==> config.mk <==
export PLATFORM = sky130hd
export DESIGN_NAME = seg7_port_display
export DESIGN_NICKNAME = d
export VERILOG_FILES = /design/src/rtl/seg7_port_display.sv
export SDC_FILE = /design/constraint.sdc
export NUM_CORES = 1
export LEC_CHECK = 0
export BUFFER_PORTS_ARGS = -buffer_cell sky130_fd_sc_hd__clkbuf_2
export CORE_MARGIN = 3
export CORE_UTILIZATION = 45
export CTS_CLUSTER_SIZE = 28
export DETAILED_ROUTE_END_ITERATION = 8
export PLACE_DENSITY = 0.62
export SYNTH_ARGS = -nofsm -noshare
export SYNTH_HDL_FRONTEND = slang
export SYNTH_SLANG_ARGS = --single-unit
==> constraint.sdc <==
create_clock -name CLK -period 3 [get_ports CLK]
set_clock_uncertainty 0.05 [all_clocks]
set_input_delay 0.15 -clock CLK [delete_from_list [all_inputs] [get_ports CLK]]
set_output_delay 0.15 -clock CLK [all_outputs]
set_load 0.005 [all_outputs]
==> src/rtl/seg7_port_display.sv <==
// -----------------------------------------------------------------------------
// seg7_port_display
//
// Port-mapped, time-multiplexed driver for a 4-digit common-anode 7-segment
// display, sitting directly on the KCPSM6 output bus.
//
// The processor writes into a shadow register set. The shadow set is copied
// to the displayed (active) set either on every frame wrap or one cycle after
// a write to the commit port, so a half-updated value never reaches the
// display. Each digit slot opens with a dead-time window in which every anode
// is off, which suppresses ghosting between adjacent digits.
//
// Port map (write-only, any other port_id is ignored):
//   BASE_PORT+0 : digit1 <= out_port[7:4], digit0 <= out_port[3:0]
//   BASE_PORT+1 : digit3 <= out_port[7:4], digit2 <= out_port[3:0]
//   BASE_PORT+2 : dp_en  <= out_port[7:4], blank  <= out_port[3:0]
//   BASE_PORT+3 : any data requests a forced commit
//
// Parameters:
//   BASE_PORT   - first of four consecutive port IDs
//   REFRESH_DIV - cycles each digit is selected (>= 2)
//   DEAD_CYCLES - anodes-off cycles at the start of each slot (< REFRESH_DIV)
//
// Ports:
//   CLK          - single clock, rising edge
//   rst          - asynchronous reset, active low
//   port_id      - processor port address
//   out_port     - processor write data
//   write_strobe - one-cycle write qualifier
//   seg          - segments, active low, seg[7]=dp, seg[6:0]=g..a (registered)
//   an           - anodes, active low, an[0]=rightmost digit (registered)
//   frame_tick   - one-cycle pulse after each digit 3 -> digit 0 wrap
// -----------------------------------------------------------------------------
module seg7_port_display #(
  parameter logic [7:0] BASE_PORT   = 8'h10,
  parameter int         REFRESH_DIV = 100000,
  parameter int         DEAD_CYCLES = 16
) (
  input  logic       CLK,
  input  logic       rst,
  input  logic [7:0] port_id,
  input  logic [7:0] out_port,
  input  logic       write_strobe,
  output logic [7:0] seg,
  output logic [3:0] an,
  output logic       frame_tick
);

  localparam int PW = (REFRESH_DIV > 1) ? $clog2(REFRESH_DIV) : 1;

  localparam logic [PW-1:0] PCNT_LAST = PW'(REFRESH_DIV - 1);
  localparam logic [PW-1:0] PCNT_DEAD = PW'(DEAD_CYCLES);

  localparam logic [7:0] PORT_DIG_LO = BASE_PORT;
  localparam logic [7:0] PORT_DIG_HI = BASE_PORT + 8'd1;
  localparam logic [7:0] PORT_CTRL   = BASE_PORT + 8'd2;
  localparam logic [7:0] PORT_COMMIT = BASE_PORT + 8'd3;

  // One complete displayable image: four hex digits plus per-digit flags.
  typedef struct packed {
    logic [3:0][3:0] digit;
    logic [3:0]      blank;
    logic [3:0]      dp_en;
  } disp_t;

  // Out of reset every digit is blanked so nothing lights before software
  // has written real content.
  localparam disp_t DISP_RESET = '{digit: '0, blank: 4'hF, dp_en: 4'h0};

  // Hex to active-low g..a pattern.
  function automatic logic [6:0] hex7(input logic [3:0] v);
    case (v)
      4'h0: hex7 = 7'h40;
      4'h1: hex7 = 7'h79;
      4'h2: hex7 = 7'h24;
      4'h3: hex7 = 7'h30;
      4'h4: hex7 = 7'h19;
      4'h5: hex7 = 7'h12;
      4'h6: hex7 = 7'h02;
      4'h7: hex7 = 7'h78;
      4'h8: hex7 = 7'h00;
      4'h9: hex7 = 7'h10;
      4'hA: hex7 = 7'h08;
      4'hB: hex7 = 7'h03;
      4'hC: hex7 = 7'h46;
      4'hD: hex7 = 7'h21;
      4'hE: hex7 = 7'h06;
      default: hex7 = 7'h0E;
    endcase
  endfunction

  // ---------------------------------------------------------------------------
  // Bus decode
  // ---------------------------------------------------------------------------
  logic wr_dig_lo;
  logic wr_dig_hi;
  logic wr_ctrl;
  logic wr_commit;

  assign wr_dig_lo = write_strobe && (port_id == PORT_DIG_LO);
  assign wr_dig_hi = write_strobe && (port_id == PORT_DIG_HI);
  assign wr_ctrl   = write_strobe && (port_id == PORT_CTRL);
  assign wr_commit = write_strobe && (port_id == PORT_COMMIT);

  // ---------------------------------------------------------------------------
  // Scan timing: pcnt walks through one slot, idx selects the digit.
  // ---------------------------------------------------------------------------
  logic [PW-1:0] pcnt;
  logic [1:0]    idx;
  logic          slot_end;
  logic          frame_wrap;

  assign slot_end   = (pcnt == PCNT_LAST);
  assign frame_wrap = slot_end && (idx == 2'd3);

  // NOTE: every clocked block uses non-blocking assignments so all registers
  // sample pre-edge values; that is what lets a commit see the shadow set as
  // it was before a coincident shadow write.
  always_ff @(posedge CLK or negedge rst) begin
    if (!rst) begin
      pcnt <= '0;
      idx  <= 2'd0;
    end else begin
      pcnt <= slot_end ? '0 : pcnt + 1'b1;
      if (slot_end) idx <= idx + 2'd1;
    end
  end

  // ---------------------------------------------------------------------------
  // Shadow / active image and commit
  // ---------------------------------------------------------------------------
  disp_t shadow;
  disp_t active;
  logic  commit_pend;

  // NOTE: the image registers are only 48 flops, not a RAM, so they take the
  // asynchronous reset like everything else and come up blanked.
  always_ff @(posedge CLK or negedge rst) begin
    if (!rst) begin
      shadow <= DISP_RESET;
    end else begin
      if (wr_dig_lo) begin
        shadow.digit[0] <= out_port[3:0];
        shadow.digit[1] <= out_port[7:4];
      end
      if (wr_dig_hi) begin
        shadow.digit[2] <= out_port[3:0];
        shadow.digit[3] <= out_port[7:4];
      end
      if (wr_ctrl) begin
        shadow.blank <= out_port[3:0];
        shadow.dp_en <= out_port[7:4];
      end
    end
  end

  // A forced commit lands one edge after its strobe. If that edge is also a
  // frame wrap, both requests collapse into the same single copy.
  always_ff @(posedge CLK or negedge rst) begin
    if (!rst) begin
      commit_pend <= 1'b0;
      active      <= DISP_RESET;
    end else begin
      commit_pend <= wr_commit;
      if (commit_pend || frame_wrap) active <= shadow;
    end
  end

  // ---------------------------------------------------------------------------
  // Output decode (registered, so one cycle behind idx/pcnt/active)
  // ---------------------------------------------------------------------------
  logic       lit;
  logic [7:0] seg_d;
  logic [3:0] an_d;

  assign lit = (pcnt >= PCNT_DEAD) && !active.blank[idx];

  // NOTE: defaults first so every path assigns both outputs and no latch is
  // inferred; the dark pattern is also the natural default.
  always_comb begin
    seg_d = 8'hFF;
    an_d  = 4'hF;
    if (lit) begin
      an_d  = ~(4'b0001 << idx);
      seg_d = {~active.dp_en[idx], hex7(active.digit[idx])};
    end
  end

  always_ff @(posedge CLK or negedge rst) begin
    if (!rst) begin
      seg        <= 8'hFF;
      an         <= 4'hF;
      frame_tick <= 1'b0;
    end else begin
      seg        <= seg_d;
      an         <= an_d;
      frame_tick <= frame_wrap;
    end
  end

endmodule

Word-level counts from Yosys, hierarchy flattened
Memory sizes are Yosys's and may differ from the RTL's.
Cells that the tools add are included.

operators by class
  order comparisons = 2
  bitwise gates (word level) = 2
  mux-type cells = 9
  shifts and indexed selects = 1
  add/subtract/negate cells = 2
  reductions and logical operators = 8
  equal/unequal tests = 6

operators with widths
  kind                                                         number
  equality test 8 x 5 -> 1 bit (second input constant)         4
  adder 17 x 1 -> 17 bit (second input constant)               1
  equality test 17 bit (second input constant)                 1
  >= comparator 17 x 5 -> 1 bit (second input constant)        1
  two-way mux 17 bit                                           1
  binary-select mux 4 bit (select 2 bit)                       1
  two-way mux 4 bit                                            2
  two-way mux 8 bit                                            1
  logical AND 1 bit                                            6
  binary-select mux 1 bit (select 2 bit)                       2
  inverter 4 bit                                               1
  << shifter 1 x 2 -> 4 bit (first input constant)             1
  less-than comparator 2 x 3 -> 1 bit (second input constant)  1
  adder 2 x 1 -> 2 bit (second input constant)                 1
  equality test 2 bit (second input constant)                  1
  two-way mux 1 bit                                            2
  zero test 1 bit                                              1
  logical OR 1 bit                                             1
  inverter 1 bit                                               1

storage, ports and cells
  output and inout port bits = 13
  memories = 1
  memory bits (read-only) = 112
  word-level logic and storage cells = 49
  register bits after elaboration = 81

memory list
  memory            words  width  read ports  clocked after memory_dff  write ports  RTL line  text
  (name not given)  16     7      1           0                         0            72        case (v)

Depth between registers and ports, before layout
  word-level depth = 5
  mapped depth = 8
  depth with buffers taken out = 7

Worst setup path before layout
OpenSTA, ideal clock, no wires.

  path kind = reg2reg
  start = register idx[0]
  end = register seg[5]
  buffers on the path = 1
  setup time = 0.085 ns
  data arrival time = 1.873 ns
  slack = 0.992 ns
  stages on the path, launching flop included = 8
  cell sequence = dfrtp_1 buf_2 mux4_2 inv_1 ha_1 nand2_1 a21boi_0 o221ai_1

on the way
  longest elaborated chain between the ends = 5
  elaborated cells between the ends (all ways) = 8
  those cells by class = mux: 5; reduce/logical: 2; memory: 1

RTL lines
  element                                                           RTL line  text
  from (decl)                                                       109       logic [1:0] idx;
  from (signal assigned)                                            125       if (slot_end) idx <= idx + 2'd1;
  branches (longest 4 deep; another with memory read (16 x 7 bit))  n/a
  two-way mux 8 bit (*)                                             183       if (lit) begin
  net seg_d[5]                                                      173       logic [7:0] seg_d;
  to (signal assigned)                                              195       seg <= seg_d;
  to (decl)                                                         44        output logic [7:0] seg,

Mark *: on every way through the listed nets, which the timed path passes. The select of a mux whose other input is x is not followed.
A chain may end at the register's enable or synchronous reset.

Worst setup path after layout
  start = register idx[0]
  end = register seg[0]

The elaborated chain is that of the path after synthesis.

==> impl_metrics.json <==
{
  "cts_made_buffers": 9,
  "overflow": 0,
  "clk_path_buf_depth": 2,
  "final_nets": 346,
  "die_area_um2": 9380,
  "drv_cap": 0,
  "core_area_um2": 7890,
  "ir_drop_mv": 0.250,
  "worstPathArrival_ps": 2540,
  "cts.htree.levels": 3,
  "cp_top_family": "multiplexers",
  "syn_avg_cell_area_um2": 13.8,
  "reg2reg_setup_slack_ps": 710,
  "synth_compound_area_share_pct": 3.03,
  "async_flop_share_pct": 100,
  "critPathMaxFanout": 9,
  "ys_seq_area_share_pct": 55.3,
  "cts_resized": 0,
  "end_kind": "register",
  "rsz0062_at_grt": "no",
  "cp_cell_sequence": "mux4_2, inv_1, ha_1, mux2i_1, a21oi_1, o22ai_1, nand2_1",
  "cts_sinks": 81,
  "cts_tree": "yes",
  "synth-edff-count": 0,
  "seq_area_um2": 2050,
  "synth_xor_area_share_pct": 3.77,
  "drt_first_pass_iters": 4,
  "most-common-layout-cells": "dfrtp_1, mux2_2, clkbuf_2, mux2_4, dfstp_2",
  "path_buf_inv": 1,
  "path_class": "register to register",
  "yosysWarningCount": 0,
  "syn_nets": 300,
  "power.leakage_nw": 2.07,
  "p_per_area_nw_per_um2": 468,
  "grt_pass1_wl_mm": 11.2,
  "status": "completed",
  "yosys.area_share.simple_pct": 9.54,
  "clkSlewWorstSetupHoldPaths_ps": 90,
  "wl_per_cell_um": 15.2,
  "min_period_ps": 2290,
  "grt_max_degree": 82,
  "place_congestion": 0.781,
  "ioPinCount": 32,
  "hp-class": "input pin to register",
  "antenna_left": 0,
  "diodes": 0,
  "num-fill-cells": 653,
  "vias": 2120,
  "synth_fa_ha_area_share_pct": 4.04,
  "drt_iter0_drc": 49,
  "synth_flop_cell": "dfrtp_1",
  "ys_ff_latch": 81,
  "die_h_um": 96.8,
  "critPathLaunchType": "register",
  "die_w_um": 96.8,
  "slowest_stage": "mux4_2",
  "drc": 0,
  "worst_pin_slew_ps": 972,
  "post-dp-hpwl_mm": 4.38,
  "slew_headroom_pct": 35.2,
  "hold_viol_final": 0,
  "post_cts_buffers": 0,
  "grt_use_total_pct": 15.0,
  "insertion_delay_ps": 350,
  "io_buffers": 31,
  "postRouteWirelength_mm": 6.41,
  "crit_path_max_incr_delay_ps": 640,
  "vias_per_cell": 5.02,
  "final_max_slew_viol_count": 0,
  "syn_to_final_growth_pct": 14.7,
  "hold_buffers": 5,
  "num_rows": 32,
  "layout_commonest_cell": "dfrtp_1",
  "drive_gt1_share_pct": 41.6,
  "initial_core_util_pct": 47.1,
  "multiInputGateArea_um2": 1600,
  "finalPower_mw": 1.99,
  "fin_crit_sh_pct": 76.4,
  "tns_ps": 0,
  "max_freq_ghz": 0.436,
  "synth_top_family_by_area": "multiplexers",
  "synthDistinctLibCells": 40,
  "cp.required_ps": 3240,
  "root_buffer": "clkbuf_8",
  "grt_pass1_vias": 2224,
  "finalSetupViolCount": 0,
  "grt_antenna_before_repair": 0,
  "synthMuxAreaShare_pct": 22.5,
  "syn_area_um2": 3710,
  "postSynthCellCount": 269
}
-- cell usage after synthesis (all sizes together), types with 6 or more instances --
cell type	count	share of area, %
nand2	17	1.7
dfrtp	61	41
nand3	10	1.3
xnor2	7	1.7
nor2	16	1.6
mux2	53	18
inv	6	0.61
ha	12	4.0
xor2	9	2.1
dfstp	20	14
-- sequential cells by signal, indices dropped and copies added (netlist names) --
| name | cells |
|---|---|
| active | 24 |
| pcnt | 17 |
| an | 4 |
| seg | 8 |
| idx | 2 |
| commit_pend | 1 |
| frame_tick | 1 |
| shadow | 24 |
-- stage by stage --
stage | util, % | instance area (um^2) | std cells | hold slack, ps | worst slack [ps]
final | 54.0 | 4260 | 422 | 10.7 | 708
after floorplan | - | 3710 | 269 | -196 | 992
after detailed placement | 50.7 | 4000 | 400 | 327 | 712
after global routing | 54.0 | 4260 | 422 | 5.70 | 516
after CTS | 53.9 | 4250 | 421 | 2.18 | 682
after global placement | 50.7 | 4000 | 400 | 325 | 773
-- per-layer routing --
| layer | vias up | routed length, um | GRT usage, % |
|---|---|---|---|
| met5 | - | 0 | 0 |
| met4 | 0 | 53 | 5.18 |
| met3 | 5 | 214 | 3.82 |
| met2 | 28 | 2920 | 21.8 |
| met1 | 1028 | 3220 | 21.7 |
| li1 | 1059 | - | - |
-- report_power, final --
group | leakage (nW) | internal (mW) | total, mW | switching, mW
clock | 0.0962 | 0.390 | 0.806 | 0.416
combinational | 0.935 | 0.0315 | 0.0657 | 0.0343
sequential | 1.04 | 1.11 | 1.12 | 0.00936
total | 2.07 | 1.53 | 1.99 | 0.459
-- worst register-to-register path, cell delays in order, from the launching register on --
cell     delay [ps]
dfrtp_1         630
mux4_2          640
inv_1           160
ha_1            310
mux2i_1         110
a21oi_1         170
o22ai_1         100
nand2_1          70
-- worst paths after layout --
| check | startpoint | to | depth (start not counted) |
|---|---|---|---|
| hold reg to reg | shadow[9]$_DFFE_PN0P_ | active[9]$_DFFE_PN0P_ | 1 |
| hold / removal | out_port[7] | shadow[23]$_DFFE_PN0P_ | 2 |
| setup / recovery | idx[0]$_DFFE_PN0N_ | seg[0]$_DFF_PN1_ | 7 |
| max in group asynchronous | rst | shadow[9]$_DFFE_PN0P_ | 2 |
| min in group asynchronous | rst | pcnt[5]$_DFF_PN0_ | 2 |
| setup reg to reg | idx[0]$_DFFE_PN0N_ | seg[0]$_DFF_PN1_ | 7 |
-- layout make-up --
type / instances / area share, %
Tap cell: 102 / 3.00
Clock inverter: 7 / 1.79
Clock buffer: 9 / 2.91
Sequential cell: 81 / 48.2
Timing Repair Buffer: 42 / 5.99
Inverter: 7 / 0.617
Multi-Input combinational cell: 174 / 37.5
-- logic make-up (layout without fill, tap and decap cells) --
family | Yosys count | after routing
buf+inv | 14 | 65
fa+ha+maj | 12 | 12
xor+xnor | 16 | 16
flops | 81 | 81
simple gates | 67 | 67
mux | 63 | 63
compound gates | 16 | 16
No activity file was read; power rests on OpenSTA's default activity.
